<file path="src/rtl/wd_encoder_if.sv">
// Host/drive-side signal bundle for the MFM record encoder.
interface wd_encoder_if;
  logic       start;
  logic [7:0] data_in;
  logic       data_last;
  logic       data_req_n;
  logic       mfm_out;
  logic       write_gate;
  logic       done;

  modport master (
    output start, data_in, data_last,
    input  data_req_n, mfm_out, write_gate, done
  );

  modport slave (
    input  start, data_in, data_last,
    output data_req_n, mfm_out, write_gate, done
  );
endinterface

</file>
<file path="src/rtl/wd_encoder.sv">
// MFM record encoder: gap, sync, A1 mark, ID, host data and postamble as a serial cell stream.
// CELL_CLKS must be at least 2 so the data request can lead the slot boundary by one cycle.
module wd_encoder #(
  parameter logic [7:0]  GAP_LEN   = 8'd12,
  parameter logic [7:0]  SYNC_LEN  = 8'd12,
  parameter logic [7:0]  ID_VAL    = 8'hFE,
  parameter logic [7:0]  POST_LEN  = 8'd3,
  parameter int unsigned CELL_CLKS = 5
) (
  input  logic         clk_50,
  input  logic         reset,
  wd_encoder_if.slave  bus
);

  localparam int unsigned CW        = (CELL_CLKS > 1) ? $clog2(CELL_CLKS) : 1;
  localparam logic [CW-1:0] CELL_LAST = CW'(CELL_CLKS - 1);
  localparam logic [7:0]  GAP_BYTE  = 8'h4E;
  localparam logic [7:0]  SYNC_BYTE = 8'h00;
  localparam logic [7:0]  MARK_BYTE = 8'hA1;

  typedef enum logic [2:0] {IDLE, GAP, SYNC, MARK, ID, DATA, POST} state_t;

  state_t        state;
  state_t        nxt_state;
  logic [CW-1:0] cell_cnt;
  logic [3:0]    cell_idx;
  logic [7:0]    byte_cnt;
  logic [7:0]    nxt_cnt;
  logic [7:0]    nxt_byte;
  logic          nxt_mark;
  logic [15:0]   word;
  logic [15:0]   nxt_word;
  logic [15:0]   first_word;
  logic          prev_d;
  logic          cur_last;
  logic          want_data;
  logic          slot_end;
  logic          pre_end;

  // Cell pair (clock, data) per bit, MSB first; the mark drops the clock of bit 2.
  function automatic logic [15:0] mfm_encode(input logic [7:0] b, input logic p, input logic mark);
    logic [15:0] w;
    logic        pd;
    w  = '0;
    pd = p;
    for (int i = 7; i >= 0; i--) begin
      w[2*i+1] = ~(pd | b[i]);
      w[2*i]   = b[i];
      pd       = b[i];
    end
    if (mark) w[5] = 1'b0;
    return w;
  endfunction

  assign slot_end  = (cell_idx == 4'd15) && (cell_cnt == '0);
  assign pre_end   = (cell_idx == 4'd15) && (cell_cnt == CW'(1));
  assign want_data = (state == ID) || ((state == DATA) && !cur_last);

  // Field sequencing: what the byte slot after the current one carries.
  always_comb begin
    nxt_state  = state;
    nxt_cnt    = byte_cnt - 8'd1;
    nxt_byte   = GAP_BYTE;
    nxt_mark   = 1'b0;
    first_word = mfm_encode(GAP_BYTE, 1'b0, 1'b0);
    case (state)
      GAP: begin
        if (byte_cnt == 8'd0) begin
          nxt_state = SYNC;
          nxt_cnt   = SYNC_LEN - 8'd1;
        end
        nxt_byte = (byte_cnt == 8'd0) ? SYNC_BYTE : GAP_BYTE;
      end
      SYNC: begin
        if (byte_cnt == 8'd0) begin
          nxt_state = MARK;
          nxt_byte  = MARK_BYTE;
          nxt_mark  = 1'b1;
        end else begin
          nxt_byte  = SYNC_BYTE;
        end
      end
      MARK: begin
        nxt_state = ID;
        nxt_byte  = ID_VAL;
      end
      ID: begin
        nxt_state = DATA;
        nxt_byte  = bus.data_in;
      end
      DATA: begin
        if (cur_last) begin
          nxt_state = POST;
          nxt_cnt   = POST_LEN - 8'd1;
        end else begin
          nxt_byte  = bus.data_in;
        end
      end
      POST: begin
        if (byte_cnt == 8'd0) nxt_state = IDLE;
      end
      default: nxt_state = IDLE;
    endcase
    nxt_word = mfm_encode(nxt_byte, prev_d, nxt_mark);
  end

  always_ff @(posedge clk_50) begin
    if (reset) begin
      state          <= IDLE;
      cell_cnt       <= '0;
      cell_idx       <= '0;
      byte_cnt       <= '0;
      word           <= '0;
      prev_d         <= 1'b0;
      cur_last       <= 1'b0;
      bus.mfm_out    <= 1'b0;
      bus.write_gate <= 1'b0;
      bus.data_req_n <= 1'b1;
      bus.done       <= 1'b0;
    end else begin
      bus.done <= 1'b0;
      if (state == IDLE) begin
        bus.data_req_n <= 1'b1;
        // The done cycle is still IDLE but must not start a new record.
        if (bus.start && !bus.done) begin
          state          <= GAP;
          byte_cnt       <= GAP_LEN - 8'd1;
          word           <= first_word;
          bus.mfm_out    <= first_word[15];
          prev_d         <= GAP_BYTE[0];
          cur_last       <= 1'b0;
          cell_cnt       <= CELL_LAST;
          cell_idx       <= '0;
          bus.write_gate <= 1'b1;
        end
      end else begin
        bus.data_req_n <= !(pre_end && want_data);
        if (cell_cnt != '0) begin
          cell_cnt <= cell_cnt - CW'(1);
        end else begin
          cell_cnt <= CELL_LAST;
          cell_idx <= cell_idx + 4'd1;
          if (!slot_end) begin
            bus.mfm_out <= word[14];
            word        <= {word[14:0], 1'b0};
          end else if (nxt_state == IDLE) begin
            state          <= IDLE;
            bus.write_gate <= 1'b0;
            bus.mfm_out    <= 1'b0;
            bus.done       <= 1'b1;
          end else begin
            state       <= nxt_state;
            byte_cnt    <= nxt_cnt;
            word        <= nxt_word;
            bus.mfm_out <= nxt_word[15];
            prev_d      <= nxt_byte[0];
            if ((state == ID) || (state == DATA)) cur_last <= bus.data_last;
          end
        end
      end
    end
  end

endmodule

</file>
<file path="src/flat_wrapper.sv">
// flat-port wrapper written by rule: the top's interface ports become plain ports
module wd_encoder_flat 
#(
  parameter logic [7:0]  GAP_LEN   = 8'd12,
  parameter logic [7:0]  SYNC_LEN  = 8'd12,
  parameter logic [7:0]  ID_VAL    = 8'hFE,
  parameter logic [7:0]  POST_LEN  = 8'd3,
  parameter int unsigned CELL_CLKS = 5
)
  (clk_50, reset, bus_start, bus_data_in, bus_data_last, bus_data_req_n, bus_mfm_out, bus_write_gate, bus_done);
  wd_encoder_if bus_i ();
  input  logic clk_50;
  input  logic reset;
  input wire logic [$bits(bus_i.start)-1:0] bus_start;
  input wire logic [$bits(bus_i.data_in)-1:0] bus_data_in;
  input wire logic [$bits(bus_i.data_last)-1:0] bus_data_last;
  output wire logic [$bits(bus_i.data_req_n)-1:0] bus_data_req_n;
  output wire logic [$bits(bus_i.mfm_out)-1:0] bus_mfm_out;
  output wire logic [$bits(bus_i.write_gate)-1:0] bus_write_gate;
  output wire logic [$bits(bus_i.done)-1:0] bus_done;
  assign bus_i.start = bus_start;
  assign bus_i.data_in = bus_data_in;
  assign bus_i.data_last = bus_data_last;
  assign bus_data_req_n = bus_i.data_req_n;
  assign bus_mfm_out = bus_i.mfm_out;
  assign bus_write_gate = bus_i.write_gate;
  assign bus_done = bus_i.done;
  wd_encoder #(.GAP_LEN(GAP_LEN), .SYNC_LEN(SYNC_LEN), .ID_VAL(ID_VAL), .POST_LEN(POST_LEN), .CELL_CLKS(CELL_CLKS)) u_core (.clk_50(clk_50), .reset(reset), .bus(bus_i));
endmodule
</file>
<file path="config.mk">
export PLATFORM = sky130hd
export DESIGN_NAME = wd_encoder_flat
export DESIGN_NICKNAME = d
export VERILOG_FILES = /design/src/rtl/wd_encoder_if.sv /design/src/rtl/wd_encoder.sv /design/src/flat_wrapper.sv
export SDC_FILE = /design/constraint.sdc
export NUM_CORES = 1
export LEC_CHECK = 0
export BUFFER_PORTS_ARGS = -buffer_cell sky130_fd_sc_hd__buf_2
export CAP_MARGIN = 20
export CORE_MARGIN = 2
export CORE_UTILIZATION = 40
export DETAILED_ROUTE_END_ITERATION = 7
export GPL_TIMING_DRIVEN = 0
export SLEW_MARGIN = 20
export SYNTH_ARGS = -nofsm -noshare
export SYNTH_HDL_FRONTEND = slang
export SYNTH_SLANG_ARGS = --single-unit
</file>
<file path="constraint.sdc">
create_clock -name clk_50 -period 4.15 [get_ports clk_50]
set_input_delay 0.6225 -clock clk_50 [delete_from_list [all_inputs] [get_ports clk_50]]
set_output_delay 0.6225 -clock clk_50 [all_outputs]
set_load 0.01 [all_outputs]
</file>
==> results of run 1 <==
-- worst max path at each step --
stage,start,to,slack (ps)
after floorplan,u_core.byte_cnt[0],u_core.word[3],2110
after global placement,u_core.cell_cnt[0],u_core.word[4],1760
after detailed placement,u_core.cell_cnt[0],u_core.word[4],1800
after CTS,u_core.cell_cnt[0],u_core.word[4],1770
after global routing,u_core.cell_cnt[0],u_core.byte_cnt[4],1570
final,u_core.cell_cnt[0],u_core.word[4],1740
-- cell type report --
| type | count | share of cell area (%) |
|---|---|---|
| tap | 70 | 3.60 |
| clock inverter | 1 | 0.205 |
| clock buffer | 6 | 3.39 |
| buffer | 18 | 3.34 |
| multi-input combinational | 204 | 52.5 |
| sequential | 39 | 32.0 |
| timing repair buffer | 15 | 3.08 |
| inverter | 12 | 1.85 |
-- cells in the mapped netlist (6+ instances only) --
cell type and count:
dfxtp_1 39, nand4_1 8, nand2_1 21, o21ai_0 11, or3_1 6, a21oi_1 30
a211oi_1 6, clkbuf_1 11, inv_1 12, a31oi_1 9, nor2_1 32
-- power by group --
group          internal, mW  switching, mW
clock                 0.130          0.131
sequential            0.407         0.0251
combinational         0.106          0.174
-- kinds of logic after synthesis --
| family | synth area share (%) |
|---|---|
| AOI/OAI and AO/OA | 33.7 |
| and+or+nand+nor | 22.2 |
| DFF | 35.7 |
| buffers and inverters | 5.78 |
| adders and majority gates | 1.72 |
| muxes | 0.973 |
-- worst max-delay path, cell delays in order, from the launching register on --
cell and delay [ps]:
dfxtp_1 350, nor2_1 160, ha_1 170, buf_2 200
and4_1 210, clkbuf_1 230, buf_2 280, buf_2 270
o211ai_1 150, a311oi_1 290
-- state kept, by name (all words and copies together), names as in the netlist --
| signal | cells |
|---|---|
| u_core.cell_idx | 4 |
| u_core.bus.mfm_out | 1 |
| u_core.word | 15 |
| u_core.cur_last | 1 |
| u_core.bus.write_gate | 1 |
| u_core.bus.done | 1 |
| u_core.prev_d | 1 |
| u_core.state | 3 |
| u_core.cell_cnt | 3 |
| u_core.bus.data_req_n | 1 |
| u_core.byte_cnt | 8 |
-- stage by stage --
stage               setup WS [ps]  hold slack (ps)  cells  utilization, %  total power [mW]
floorplan                    2110              406    273               -             0.645
global placement             1760              448    358            45.1             0.717
detailed placement           1800              451    358            45.1             0.718
CTS                          1770              468    365            46.8             0.981
global route                 1570              495    365            46.8              1.04
finish                       1740              461    365            46.8             0.974
-- routing by layer --
layer  wire, um  part of all wire (%)  vias to the layer above
met4         61                  0.97                        0
met3        391                   6.2                        8
met5          0                     0                        -
li1           -                     -                     1078
met2       2820                    45                       73
met1       3020                    48                     1064
==> flow_metrics.py, run 1 <==
metrics = {
    "run_status": {
        "status": "finished clean",
    },
    "power": {
        "p_per_area_nw_per_um2": 400,
        "ir_drop_v": 0.000222,
        "leakage_nw": 0.872,
    },
    "global_route": {
        "grt_pass1_wl_um": 10800,
        "busiest_layer": "met2",
        "grt_pass1_vias": 2106,
        "grt.met3_usage_pct": 3.84,
        "antenna_found_initial": 0,
        "grt-ovfl-total": 0,
        "met1_usage_pct": 32.2,
        "grt_max_degree": 12,
        "grt_use_total_pct": 22.4,
        "gr-usage-met2_pct": 33.9,
    },
    "sta": {
        "finalCritPeriodShare_pct": 58.0,
        "skew_ps": 2.86,
        "hold_violations": 0,
        "relSlewSlack_pct": 53.1,
        "tightest_slew_ps": 703,
        "period_minus_slack_ps": 2410,
        "drv_slew": 0,
        "max_freq_mhz": 415,
        "finalSetupTns_ps": 0,
        "rsz0062_at_grt": "no",
        "setup_viol": 0,
    },
    "critical_path": {
        "reg2reg_to": "u_core.word[4]",
        "critPathLaunchType": "flop",
        "criticalPathCategory": "flop to flop",
        "arrival_ps": 2610,
        "path_max_fanout": 10,
        "rr_worst_depth": 9,
        "r2r_setup_slack_ps": 1740,
        "crit_required_ps": 4350,
        "timing.rr.start": "u_core.cell_cnt[0]",
        "critPathCaptureType": "flop",
    },
    "routing": {
        "drt_iter0_markers": 228,
        "wl_per_cell_um": 17.2,
        "viasPerCell": 6.09,
        "finalWirelength_um": 6290,
        "ant_nets": 0,
        "num_vias": 2223,
        "first_pass_iters": 5,
        "drc": 0,
    },
    "hold_path": {
        "hold_depth": 1,
        "hold_path.class": "flop to flop",
        "min_from": "u_core.cell_cnt[0]",
        "whs_endpoint": "u_core.bus.data_req_n",
    },
    "final_layout": {
        "design_area_um2": 2440,
        "syn2layout_area_growth_pct": 11.4,
        "antenna-diode-count": 0,
        "n_fill_cell": 530,
        "fin_nets": 310,
        "register_area_um2": 781,
        "final_cell_mix": "dfxtp_1, nor2_1, a21oi_1",
        "multiInputGateArea_um2": 1280,
        "drive_gt1_share_pct": 12.9,
        "layout_commonest_cell": "dfxtp_1",
    },
    "clocking": {
        "holdBufCountCts": 0,
        "clk_pin_slew_ps": 70,
        "clock_path_buffers": 2,
        "cts_resized": 0,
        "cts-buffers-inserted": 5,
        "cts-htree-levels": 2,
        "post_cts_buffers": 0,
        "clk_latency_ps": 290,
        "cts_tree": "built",
        "cts.sink_count": 39,
        "ctsRootBufferMaster": "clkbuf_8",
    },
    "die": {
        "rows": 26,
        "die_width_um": 77.9,
        "io_pins": 16,
        "core_um2": 5200,
        "die_h_um": 77.9,
        "die_area_um2": 6070,
        "start_util_pct": 42.0,
    },
    "placed_design": {
        "place.gp.congestion": 0.908,
        "portBuffers": 15,
        "placed_area_um2": 2350,
        "hpwlAfterDp_um": 4560,
    },
    "logic_synthesis": {
        "synthFlopType": "dfxtp_1",
        "syn_nets": 288,
        "ys_types": 59,
        "synth_edf_count": 0,
        "syn_inst": 273,
        "ys_seq_area_share_pct": 35.7,
        "yosys.area.top_type_share_pct": 35.7,
        "synthArstFlopShare_pct": 0,
        "synth_area_leaders": "dfxtp_1, a21oi_1, nor2_1",
        "synth_seq_cells": 39,
        "synth_warnings": 0,
        "yosysTopAreaCell": "dfxtp_1",
        "postSynthAreaPerCell_um2": 8.01,
        "synth.cell_area_um2": 2190,
    },
    "job": {
        "cap_violations": 0,
    },
}
Note: power is estimated with default switching activity, not from simulation.
==> inputs of run 2 (changes only) <==
--- a/config.mk
+++ b/config.mk
@@ -5,6 +5,7 @@
 export SDC_FILE = /design/constraint.sdc
 export NUM_CORES = 1
 export LEC_CHECK = 0
+export ABC_AREA = 1
 export BUFFER_PORTS_ARGS = -buffer_cell sky130_fd_sc_hd__buf_2
 export CAP_MARGIN = 20
 export CORE_MARGIN = 2
==> constraint.sdc (replaced) <==
create_clock -name clk_50 -period 2.3 [get_ports clk_50]
set_input_delay 0.345 -clock clk_50 [delete_from_list [all_inputs] [get_ports clk_50]]
set_output_delay 0.345 -clock clk_50 [all_outputs]
set_load 0.01 [all_outputs]
==> run 2 against run 1 <==
Hold slack got worse by 130 ps. Final cell count is 26% higher. Largest power group is now combinational logic. Power increased to 3.9 times the previous value. Area after synthesis grew 7.3%. Count of clock-buffer cells in the layout rose by 1. Cell area increased by 6.3%. Highest routed layer unchanged. Die area increased by 6.9%. Sequential cell count did not move. Worst setup slack got worse by 1600 ps.
==> flow_metrics.py, run 2 <==
metrics = {
    "logic_synthesis": {
        "postSynthAreaPerCell_um2": 6.42,
        "synth_edf_count": 0,
        "synth.cell_area_um2": 2340,
        "yosys.area.top_type_share_pct": 33.3,
        "synth_fa_ha_area_share_pct": 1.60,
        "synth_seq_cells": 39,
        "syn_nets": 380,
        "synth_mux_area_share_pct": 0,
        "ys_seq_area_share_pct": 33.3,
        "yosysTopAreaCell": "dfxtp_1",
        "yosysMostFrequentCell": "nand2_1",
        "synth_area_leaders": "dfxtp_1, nand2_1, nor2_1",
        "yosys.area_share.simple_pct": 42.7,
        "synthArstFlopShare_pct": 0,
        "synthFlopType": "dfxtp_1",
        "synth_xor_area_share_pct": 1.87,
        "synth_top_family_by_area": "simple AND/OR/NAND/NOR gates",
        "synth_compound_area_share_pct": 11.7,
        "synth_warnings": 0,
        "ys_types": 34,
        "synth_common_cells": "nand2_1, nor2_1, dfxtp_1, inv_1, nand3_1",
        "syn_inst": 365,
    },
    "critical_path": {
        "timing.rr.start": "u_core.byte_cnt[0]",
        "crit_required_ps": 2490,
        "reg2reg_to": "u_core.word[14]",
        "r2r_setup_slack_ps": 180,
        "arrival_ps": 2310,
        "critPathLaunchType": "flop",
        "rr_worst_depth": 13,
        "criticalPathCategory": "flop to flop",
        "critPathCaptureType": "flop",
        "path_max_fanout": 10,
    },
    "global_route": {
        "grt_max_degree": 12,
        "grt_use_total_pct": 20.5,
        "antenna_found_initial": 0,
        "grt_pass1_wl_um": 10300,
        "grt-ovfl-total": 0,
        "grt_pass1_vias": 2235,
    },
    "routing": {
        "drc": 0,
        "drt_iter0_markers": 114,
        "num_vias": 2302,
        "first_pass_iters": 4,
        "viasPerCell": 5.02,
        "finalWirelength_um": 5950,
        "wl_per_cell_um": 13.0,
        "ant_nets": 0,
    },
    "job": {
        "cap_violations": 0,
    },
    "final_layout": {
        "syn2layout_area_growth_pct": 10.5,
        "design_area_um2": 2590,
        "layout_commonest_cell": "nand2_1",
        "top_register": "u_core.word",
        "fin_nets": 401,
        "antenna-diode-count": 0,
        "drive_gt1_share_pct": 15.8,
        "utilization_pct": 46.5,
        "final_cell_mix": "nand2_1, nor2_1, dfxtp_1",
        "n_fill_cell": 601,
        "reg_top3": "u_core.word x15, u_core.byte_cnt x8, u_core.cell_idx x4",
        "largest_reg_flops": 15,
    },
    "sta": {
        "rsz0062_at_grt": "no",
        "skew_ps": 11.0,
        "max_freq_mhz": 472,
        "tightest_slew_ps": 732,
        "finalSetupTns_ps": 0,
        "period_minus_slack_ps": 2120,
        "setup_viol": 0,
        "finalCritPeriodShare_pct": 92.2,
        "drv_slew": 0,
        "hold-worst-slack_ps": 331,
        "relSlewSlack_pct": 51.2,
        "hold_violations": 0,
    },
    "placed_design": {
        "placed_area_um2": 2500,
        "portBuffers": 14,
        "hpwlAfterDp_um": 4310,
        "place.gp.congestion": 0.858,
    },
    "power": {
        "ir_drop_v": 0.000582,
        "p_per_area_nw_per_um2": 1470,
        "leakage_nw": 1.23,
        "fin_total_pwr_mw": 3.82,
    },
    "die": {
        "rows": 27,
        "die_area_um2": 6490,
        "io_pins": 16,
        "die_width_um": 80.6,
        "core_um2": 5570,
        "die_h_um": 80.6,
        "start_util_pct": 42.1,
    },
    "hold_path": {
        "whs_endpoint": "u_core.cur_last",
        "hold_path.class": "primary input to flop",
        "min_from": "bus_data_last",
        "hold_depth": 3,
    },
    "clocking": {
        "clk_pin_slew_ps": 80,
        "clk_latency_ps": 300,
        "cts_resized": 0,
        "holdBufCountCts": 0,
        "ctsRootBufferMaster": "clkbuf_8",
        "cts.sink_count": 39,
        "cts-buffers-inserted": 5,
        "cts_tree": "built",
        "cts-htree-levels": 2,
        "clock_path_buffers": 2,
        "post_cts_buffers": 0,
    },
    "run_status": {
        "status": "finished clean",
    },
}
## run 2: changes by cell type after synthesis, moves of 5 or more
cell	previous run	this run
inv_1	12	31
inv_2	0	6
nor2_1	32	63
xor2_1	0	5
or3_1	6	0
a311oi_1	5	0
o32ai_1	5	0
nand2_1	21	92
nand2_2	0	10
a21oi_1	30	23
a31oi_1	9	0
nand3_1	4	30
## run 2: per-stage QoR
stage               instances  setup WS, ps
floorplan                 365           537
global placement          451           165
global route              459          18.3
detailed placement        451           164
finish                    459           180
CTS                       459           144
## run 2: critical path, stage by stage, from the launching register on
cell and delay, ps:
dfxtp_1 330, inv_1 60, ha_1 260, nand2_1 150, nor2_2 70, nand2_2 110, nand2_1 80, nor2_2 240
nand4_4 230, nand2_4 170, buf_6 160, nand2_1 60, nand2_1 50, nor2_1 40
## run 2: report_power, final
group | total, mW | switching, mW | internal, mW
logic | 2.28 | 1.52 | 0.767
clock network | 0.459 | 0.246 | 0.213
registers | 1.08 | 0.162 | 0.916
total | 3.82 | 1.92 | 1.90
## run 2: how the worst max path moves through the flow
stage / cells after the start / startpoint / slack [ps] / end
2_1_floorplan: 12 / u_core.byte_cnt[0] / 540 / u_core.word[14]
3_3_place_gp: 12 / u_core.byte_cnt[0] / 160 / u_core.word[14]
3_5_place_dp: 12 / u_core.byte_cnt[0] / 160 / u_core.word[14]
4_1_cts: 12 / u_core.byte_cnt[0] / 140 / u_core.word[14]
5_1_grt: 13 / u_core.byte_cnt[0] / 20 / u_core.word[14]
6_report: 13 / u_core.byte_cnt[0] / 180 / u_core.word[14]
## run 2: cell type report
class | count | area, um2 | share of cell area [%]
tap | 72 | 90.1 | 3.48
clock buffer | 7 | 76.3 | 2.95
inverter | 38 | 145 | 5.60
multi-input combinational | 277 | 1360 | 52.5
clock inverter | 1 | 5.00 | 0.193
sequential | 39 | 781 | 30.1
timing repair buffer | 14 | 70.1 | 2.71
buffer | 11 | 62.6 | 2.42
## run 2: kinds of logic after synthesis
group / Yosys count
simple gates: 221
buf+inv: 49
xor+xnor: 5
flops: 39
compound gates: 48
fa+ha+maj: 3
## run 2: layer usage
layer	track usage (%)	wire length, um
met1	28.3	3110
met2	30.8	2470
met3	3.37	279
met4	10.0	88
met5	0	0
